`src/rtl/signal_sync_filter_pkg.sv`:
```
// signal_sync_pkg: shared constants and helpers for signal_sync_filter.
//   EVENT_CNT_W     - width of the optional accepted-edge counter
//   SYNC_STAGES_MIN - shallowest synchroniser chain allowed
//   clog2()         - ceiling log2 for sizing counters from parameters
package signal_sync_pkg;

  localparam int EVENT_CNT_W     = 16;
  localparam int SYNC_STAGES_MIN = 2;

  function automatic int clog2(input int value);
    int r;
    int v;
    r = 0;
    v = value - 1;
    while (v > 0) begin
      r = r + 1;
      v = v >> 1;
    end
    return r;
  endfunction

endpackage

```
`src/rtl/signal_sync_filter_ch.sv`:
```
// signal_sync_filter_ch: one channel of the level synchroniser/deglitcher.
//   clk_in          - clock, all logic on the rising edge
//   rstn_in         - synchronous active-low reset
//   signal_async_in - asynchronous level input
//   signal_out      - synchronised level, accepted after FILTER_CYCLES stable cycles
//   rise_out        - one-cycle pulse when signal_out goes 0->1
//   fall_out        - one-cycle pulse when signal_out goes 1->0
module signal_sync_filter_ch
  import signal_sync_pkg::*;
#(
  parameter int   SYNC_STAGES   = 2,
  parameter int   FILTER_CYCLES = 4,
  parameter logic RESET_VALUE   = 1'b0
) (
  input  logic clk_in,
  input  logic rstn_in,
  input  logic signal_async_in,
  output logic signal_out,
  output logic rise_out,
  output logic fall_out
);

  localparam int CNT_W = clog2(FILTER_CYCLES + 1);
  localparam logic [CNT_W-1:0] CNT_LAST = CNT_W'(FILTER_CYCLES - 1);

  generate
    if (SYNC_STAGES < SYNC_STAGES_MIN) begin : g_bad_stages
      $error("signal_sync_filter_ch: SYNC_STAGES must be >= 2");
    end
    if (FILTER_CYCLES < 1) begin : g_bad_filter
      $error("signal_sync_filter_ch: FILTER_CYCLES must be >= 1");
    end
  endgenerate

  logic [SYNC_STAGES-1:0] sync_p0;
  logic                   sync_lvl;
  logic [CNT_W-1:0]       cnt_p1;

  // Stage 0: synchroniser chain; only its last flop is consumed downstream.
  always_ff @(posedge clk_in) begin
    if (!rstn_in) begin
      sync_p0 <= {SYNC_STAGES{RESET_VALUE}};
    end else begin
      sync_p0 <= {sync_p0[SYNC_STAGES-2:0], signal_async_in};
    end
  end

  assign sync_lvl = sync_p0[SYNC_STAGES-1];

  // Stage 1: stability filter. A mismatch must persist for FILTER_CYCLES
  // consecutive cycles; any match in between restarts the count.
  always_ff @(posedge clk_in) begin
    if (!rstn_in) begin
      signal_out <= RESET_VALUE;
      cnt_p1     <= '0;
      rise_out   <= 1'b0;
      fall_out   <= 1'b0;
    end else begin
      rise_out <= 1'b0;
      fall_out <= 1'b0;
      if (sync_lvl == signal_out) begin
        cnt_p1 <= '0;
      end else if (cnt_p1 == CNT_LAST) begin
        signal_out <= sync_lvl;
        cnt_p1     <= '0;
        rise_out   <= sync_lvl;
        fall_out   <= ~sync_lvl;
      end else begin
        cnt_p1 <= cnt_p1 + CNT_W'(1);
      end
    end
  end

endmodule

```
`src/rtl/signal_sync_filter.sv`:
```
// signal_sync_filter: NUM_CH-channel level synchroniser with deglitch filter
// and per-channel rise/fall event pulses.
//   clk_in          - clock, all logic on the rising edge
//   rstn_in         - synchronous active-low reset
//   signal_async_in - NUM_CH asynchronous level inputs
//   signal_out      - NUM_CH filtered, synchronised levels
//   rise_out        - per-channel one-cycle 0->1 pulses
//   fall_out        - per-channel one-cycle 1->0 pulses
//   event_clr_in    - clears the event counter     (SYNC_EVENT_CNT_EN only)
//   event_count_out - saturating accepted-edge count (SYNC_EVENT_CNT_EN only)
// Optional feature macro: SYNC_EVENT_CNT_EN adds the event counter ports/logic.
module signal_sync_filter
  import signal_sync_pkg::*;
#(
  parameter int                NUM_CH        = 4,
  parameter int                SYNC_STAGES   = 2,
  parameter int                FILTER_CYCLES = 4,
  parameter logic [NUM_CH-1:0] RESET_VALUE   = {NUM_CH{1'b0}}
) (
  input  logic                   clk_in,
  input  logic                   rstn_in,
  input  logic [NUM_CH-1:0]      signal_async_in,
  output logic [NUM_CH-1:0]      signal_out,
  output logic [NUM_CH-1:0]      rise_out,
  output logic [NUM_CH-1:0]      fall_out
`ifdef SYNC_EVENT_CNT_EN
  ,
  input  logic                   event_clr_in,
  output logic [EVENT_CNT_W-1:0] event_count_out
`endif
);

  genvar i;
  generate
    for (i = 0; i < NUM_CH; i++) begin : g_ch
      signal_sync_filter_ch #(
        .SYNC_STAGES  (SYNC_STAGES),
        .FILTER_CYCLES(FILTER_CYCLES),
        .RESET_VALUE  (RESET_VALUE[i])
      ) u_ch (
        .clk_in         (clk_in),
        .rstn_in        (rstn_in),
        .signal_async_in(signal_async_in[i]),
        .signal_out     (signal_out[i]),
        .rise_out       (rise_out[i]),
        .fall_out       (fall_out[i])
      );
    end
  endgenerate

`ifdef SYNC_EVENT_CNT_EN
  function automatic logic [EVENT_CNT_W-1:0] popcount(input logic [NUM_CH-1:0] v);
    logic [EVENT_CNT_W-1:0] n;
    n = '0;
    for (int k = 0; k < NUM_CH; k++) begin
      n = n + EVENT_CNT_W'(v[k]);
    end
    return n;
  endfunction

  function automatic logic [EVENT_CNT_W-1:0] sat_add(input logic [EVENT_CNT_W-1:0] a,
                                                     input logic [EVENT_CNT_W-1:0] b);
    logic [EVENT_CNT_W:0] s;
    s = {1'b0, a} + {1'b0, b};
    return s[EVENT_CNT_W] ? {EVENT_CNT_W{1'b1}} : s[EVENT_CNT_W-1:0];
  endfunction

  // Stage 2: event counter, one cycle behind the pulses; clear wins.
  always_ff @(posedge clk_in) begin
    if (!rstn_in || event_clr_in) begin
      event_count_out <= '0;
    end else begin
      event_count_out <= sat_add(event_count_out, popcount(rise_out | fall_out));
    end
  end
`endif

endmodule

```
`config.mk`:
```
export PLATFORM = sky130hd
export DESIGN_NAME = signal_sync_filter
export DESIGN_NICKNAME = d
export VERILOG_FILES = /design/src/rtl/signal_sync_filter_pkg.sv /design/src/rtl/signal_sync_filter_ch.sv /design/src/rtl/signal_sync_filter.sv
export SDC_FILE = /design/constraint.sdc
export NUM_CORES = 1
export LEC_CHECK = 0
export ABC_AREA = 1
export CAP_MARGIN = 5
export CORE_MARGIN = 2
export CORE_UTILIZATION = 46
export CTS_CLUSTER_SIZE = 12
export DETAILED_ROUTE_END_ITERATION = 7
export GPL_ROUTABILITY_DRIVEN = 0
export GPL_TIMING_DRIVEN = 0
export PLACE_DENSITY = 0.69
export SYNTH_ARGS = -nofsm -noshare
export SYNTH_HDL_FRONTEND = slang
export SYNTH_SLANG_ARGS = --single-unit
```
`constraint.sdc`:
```
create_clock -name clk_in -period 1.14 [get_ports clk_in]
set_input_delay 0.228 -clock clk_in [delete_from_list [all_inputs] [get_ports clk_in]]
set_output_delay 0.228 -clock clk_in [all_outputs]
set_load 0.02 [all_outputs]
```
==> summary.txt, run 1 <==
Layout Utilization = 0.6028
CP startpoint = g_ch[1].u_ch.rise_out
Slew Viols, Final = 0
cts bufs inserted = 5
Residual DRC = 0
Synth top cells by count = dfxtp_1, nand2_1, inv_1
FF-to-FF End = g_ch[1].u_ch.cnt_p1[2]
drt initial violations = 11
worst slack at placement = -0.1793 ns
Least-Margin Pin Slew = 0.1704 ns
# hold bufs at CTS = 0
Die X = 56.29 µm
end of the critical path = rise_out[1]
Root Buffer = clkbuf_4
Crit Path Max Fanout = 1
CTS tree = yes
Worst R2R Setup Slack = 0.07 ns
worst r2r path cells = 5
critical path class = reg -> out
dpl hpwl = 1253 µm
layout cells sized above 1 = 0.3063
Crit path buffers/inverters = 2
Worst Hold Class = in -> reg
power per cell area = 1223 mW/mm²
Yosys reg bits = 32
drt first pass iters = 4
final period utilization = 0.9595
Synth top area share = 0.5095
worst flop-to-flop path startpoint = g_ch[1].u_ch.cnt_p1[0]
die footprint = 0.003168 mm²
clock-pin slew on the worst setup and hold paths = 0.09 ns
MaxCap Viol Count = 0
wire per inst = 9.453 µm
Placed Area = 0.001455 mm²
H-tree lvl count = 2
worst-path cell chain = buf_4, buf_6
top-count cell post-synth = dfxtp_1
final worst slack = 0.04621 ns
Non-Filler Cell Area, Final = 0.001534 mm²
Gate Count Post-Synth = 143
CP Data Required Time = 0.91 ns
clock sink count = 32
clock latency on the worst-skew pair = 0.32 ns
Final Hold Fails = 0
fin nets = 173
Tot GR Track Use = 0.1401
first-pass GRT wire length = 3298 µm
antenna violations before repair = 0
vias per inst = 4.405
Synthesis Warnings = 0
Port Buffer Count = 16
Fill cells = 236
Std-Cell Rows = 18
Worst setup SP type = flop
run status = complete, no violations
critical path depth = 2
slew margin rel. = 0.8855
post-synthesis cell type count = 11
Core Area = 0.002545 mm²
asr flop ratio synth = 0
synthesized cell area = 0.001257 mm²
Starting Density = 0.4941
Synth area leaders = dfxtp_1, nand2_1, ha_1
via count of the routed design = 837
Synth area leader = dfxtp_1
fmax = 914.3 MHz
arrival time at the worst endpoint = 0.87 ns
setup TNS = 0 ns
sequential fraction of the synthesis area = 0.5095
CP max stage cell = dfxtp_1
Syn-to-layout area delta = 21.99%
skew final = 0.002030 ns
Post-synth EDFFs = 0
worst vdd ir = 0.8423 mV
remaining antenna violation count = 0
pin count of the biggest net entering global routing = 11
Routed WL = 1796 µm
top_reg_cell synth = dfxtp_1
Synth Net Count = 157
vias in the first global route = 862
n_diodes = 0
io pins = 18
Die H = 56.29 µm
clk buf depth = 2
cell family with most CP delay = flip-flops
GRT overflow = 0
worst stage delay on the critical path = 0.31 ns
final worst path period need = 1.094 ns
CP Capture Type = output port
Synth Area per Inst = 8.793 µm²
Lkg Pwr = 0.6856 nW
Setup violations, final = 0
## how the worst min path moves through the flow
stage | to | cells after the start | from | slack [ns]
after floorplan | g_ch[0].u_ch.sync_p0[0] | 2 | signal_async_in[0] | 0.33
after global placement | g_ch[2].u_ch.sync_p0[1] | 2 | g_ch[2].u_ch.sync_p0[0] | 0.39
after detailed placement | g_ch[3].u_ch.sync_p0[1] | 2 | g_ch[3].u_ch.sync_p0[0] | 0.40
after CTS | g_ch[1].u_ch.signal_out | 3 | rstn_in | 0.14
after global routing | g_ch[1].u_ch.signal_out | 3 | rstn_in | 0.14
final | g_ch[1].u_ch.signal_out | 3 | rstn_in | 0.16
## cell usage in the layout, fill, tap and decap left out
cell type,count
buf_4,5
buf_6,14
clkbuf_1,2
clkbuf_4,5
clkbuf_8,1
clkdlybuf4s50_1,4
dfxtp_1,24
dfxtp_2,8
ha_1,2
ha_2,3
ha_4,3
inv_1,24
inv_6,1
nand2_1,28
nand3_2,4
nor2_1,19
nor2_2,1
nor2_4,4
nor3_1,8
## layout make-up
type | instances | area, µm² | share of cell area
Sequential cell | 32 | 650.6 | 0.4241
Multi-Input combinational cell | 72 | 452.9 | 0.2953
Timing Repair Buffer | 20 | 205.2 | 0.1338
Inverter | 25 | 98.84 | 0.06444
Clock buffer | 8 | 58.81 | 0.03834
Tap cell | 30 | 37.54 | 0.02447
Buffer | 3 | 30.03 | 0.01958
## cells by family (layout without fill, tap and decap cells)
family,Yosys count,count (layout),share of synthesized area
AND/OR/NAND/NOR,64,64,0.2428
flip-flops,32,32,0.5094
buffers and inverters,39,56,0.1682
adder cells (fa/ha/maj),8,8,0.07961
## routing by layer
metal | GRT usage | up-vias | routed length, µm
met5 | 0 | - | 0
met4 | 0.06122 | 0 | 27
met3 | 0.08525 | 4 | 97
met2 | 0.2403 | 18 | 940
met1 | 0.1331 | 369 | 731
li1 | - | 446 | -
## metrics by stage
stage          power [W]  std cells  hold slack (ns)
3_3_place_gp    0.001244        189           0.3936
6_report        0.001876        190           0.1551
3_5_place_dp    0.001248        189           0.3999
4_1_cts         0.001910        200           0.1388
5_1_grt         0.001973        190           0.1404
2_1_floorplan   0.001223        143           0.3256
## registers in the layout, indices dropped and copies added, names as in the netlist
register and flops:
g_ch.u_ch.sync_p0 8, g_ch.u_ch.signal_out 4, g_ch.u_ch.fall_out 4, g_ch.u_ch.cnt_p1 12
g_ch.u_ch.rise_out 4
## worst register-to-register path, cell delays in order (launching register included)
cell     delay, ns
dfxtp_1       0.32
ha_1          0.19
ha_2          0.21
nor2_4        0.11
nand3_2       0.09
nor2_1        0.10
## what timing repair did
action,CTS,global route
setup endpoints to repair,13,27
pin swaps,0,0
buffers inserted,4,0
resized for setup,69,22
## where the power goes
part / total [W] / internal, W / switching (W)
clock: 0.000654 / 0.000304 / 0.000350
combinational: 0.0000786 / 0.0000370 / 0.0000416
sequential: 0.00114 / 0.00113 / 0.00000847
total: 0.00188 / 0.00148 / 0.000400
No activity file was read; power rests on OpenSTA's default activity.
==> run 2: changes to the inputs <==
- SLEW_MARGIN: not set -> 20
==> results of run 2 <==
The final DEF is identical to that of run 1; final timing and power are the same.
==> run 3: changes to the inputs <==
- REMOVE_ABC_BUFFERS: not set -> 1
==> run 3 against run 2 <==
- routed wire length fell by 5.2%
- worst setup slack improved by 0.0080 ns
- global-route usage fell by 1.5 points
- count of clock-buffer cells in the layout fell by 2
- register-to-register slack barely moved
- largest cell class unchanged
- total power rose by 9.0%
- clock skew rose by 0.0018 ns
- worst hold slack improved by 0.26 ns
==> summary.txt, run 3 (synthesis results as in run 1) <==
worst vdd ir = 1.286 mV (+53%)
fin nets = 167 (-3.5%)
first-pass GRT wire length = 2898 µm (-12%)
Final Hold Fails = 0 (unchanged)
Root Buffer = clkbuf_4
register area = 648.1 µm² (-0.38%)
Tot GR Track Use = 0.1249 (-0.01516)
cell family with most CP delay = flip-flops
skew final = 0.003875 ns (+0.001846 ns)
CP Data Required Time = 0.91 ns (about the same)
slew margin rel. = 0.5645 (-0.3210)
run status = complete, no violations
CP startpoint = g_ch[0].u_ch.signal_out
Routed WL = 1702 µm (-5.2%)
Slew Viols, Final = 0 (unchanged)
Crit path buffers/inverters = 1 (-1)
drt first pass iters = 4 (unchanged)
largest register by flop count = g_ch.u_ch.cnt_p1
fmax = 921.0 MHz (+0.74%)
total power = 0.002045 W (+9.0%)
# hold bufs at CTS = 0 (unchanged)
# placed instances = 176 (-6.9%)
CP max stage cell = dfxtp_2
clock-pin slew on the worst setup and hold paths = 0.09 ns (about the same)
Top Registers = g_ch.u_ch.cnt_p1 x12, g_ch.u_ch.sync_p0 x8
critical path class = reg -> out
CP Capture Type = output port
commonest cells after routing, fill and taps aside = nand2_1, dfxtp_1, inv_1, nor2_1, buf_2
Residual DRC = 0 (unchanged)
Die H = 56.29 µm (unchanged)
Port Buffer Count = 17 (+1)
power per cell area = 1430 mW/mm² (+17%)
area of the multi-input gates = 450.4 µm² (-0.55%)
Fill cells = 240 (+1.7%)
max reg flops = 12 (unchanged)
clock latency on the worst-skew pair = 0.33 ns (about the same)
PostCTS Resize Cnt = 53 (-23%)
dpl hpwl = 1167 µm (-6.9%)
Worst R2R Setup Slack = 0.06 ns (about the same)
worst stage delay on the critical path = 0.38 ns (+0.07 ns)
drt initial violations = 17 (+6)
Worst setup SP type = flop
pin count of the biggest net entering global routing = 18 (+7)
io pins = 18 (unchanged)
final period utilization = 0.9525 (-0.007002)
worst flop-to-flop path startpoint = g_ch[1].u_ch.cnt_p1[0]
arrival time at the worst endpoint = 0.86 ns (about the same)
Non-Filler Cell Area, Final = 0.001430 mm² (-6.8%)
n_diodes = 0 (unchanged)
worst-path cell chain = buf_4
remaining antenna violation count = 0 (unchanged)
Least-Margin Pin Slew = 0.6532 ns (+0.4828 ns)
Die X = 56.29 µm (unchanged)
Hold Crit Start = signal_async_in[1]
Starting Density = 0.4941 (unchanged)
Syn-to-layout area delta = 13.73%
MaxCap Viol Count = 0 (unchanged)
die footprint = 0.003168 mm² (unchanged)
worst slack at placement = -0.4792 ns (-0.2999 ns)
Setup violations, final = 0 (unchanged)
antenna violations before repair = 0 (unchanged)
Placed Area = 0.001353 mm² (-7.1%)
Crit Path Max Fanout = 5 (+4)
GRT overflow = 0 (unchanged)
vias in the first global route = 710 (-18%)
Core Area = 0.002545 mm² (unchanged)
vias per inst = 4.418 (+0.30%)
H-tree lvl count = 2 (unchanged)
final worst slack = 0.05419 ns (+0.007983 ns)
Worst Hold Class = in -> reg
clock sink count = 32 (unchanged)
CTS tree = yes
Finished Layout Cells = 184 (-3.2%)
final worst path period need = 1.086 ns (-0.007983 ns)
layout cells sized above 1 = 0.2468 (-0.05950)
setup TNS = 0 ns (unchanged)
cts bufs inserted = 5 (unchanged)
wire per inst = 9.250 µm (-2.1%)
via count of the routed design = 813 (-2.9%)
postcts setup bufs = 0 (-4)
clk buf depth = 2 (unchanged)
Std-Cell Rows = 18 (unchanged)
Lkg Pwr = 0.6564 nW (-4.3%)
run 3: changes by cell type in the layout (fill, tap and decap cells not counted), sizes merged:
cell         before  now
bufinv            0    1
buf              19   12
clkbuf            8    6
dlygate4sd2       0    1
clkinv            0    1
run 3: worst paths after layout:
| path | end | cells after the start |
|---|---|---|
| hold / removal | g_ch[1].u_ch.sync_p0[0] | 3 |
| setup reg to reg | g_ch[1].u_ch.cnt_p1[2] | 5 |
| setup / recovery | signal_out[0] | 1 |
| hold reg to reg | g_ch[3].u_ch.sync_p0[1] | 2 |
run 3: routing by layer:
| layer | up-vias | routed length, µm | global-route usage |
|---|---|---|---|
| li1 | 431 | - | - |
| met1 | 355 | 656 | 0.1254 |
| met2 | 18 | 861 | 0.2017 |
| met3 | 9 | 117 | 0.07834 |
| met4 | 0 | 66 | 0.06122 |
| met5 | - | 0 | 0 |
run 3: tightest hold or removal path, cell delays in order:
cell             delay [ns]
clkdlybuf4s50_1        0.39
nand2_1                0.06
inv_1                  0.03
run 3: metrics by stage:
step | utilization | hold slack [ns]
after floorplan | - | 0.3215
after global placement | 0.5315 | 0.3952
after detailed placement | 0.5315 | 0.4010
after CTS | 0.5393 | 0.3937
after global routing | 0.5619 | 0.4061
final | 0.5619 | 0.4159
run 3: final cells by class:
cell class / instances / share of cell area
Clock buffer: 6 / 0.02887
Clock inverter: 2 / 0.02450
Inverter: 25 / 0.06912
Multi-Input combinational cell: 72 / 0.3150
Sequential cell: 32 / 0.4532
Tap cell: 30 / 0.02625
Timing Repair Buffer: 17 / 0.08311
run 3: power breakdown:
group | total [W] | switching, W | internal (W)
Combinational | 0.0000722 | 0.0000401 | 0.0000321
Sequential | 0.00114 | 0.00000851 | 0.00113
Clock | 0.000832 | 0.000373 | 0.000459
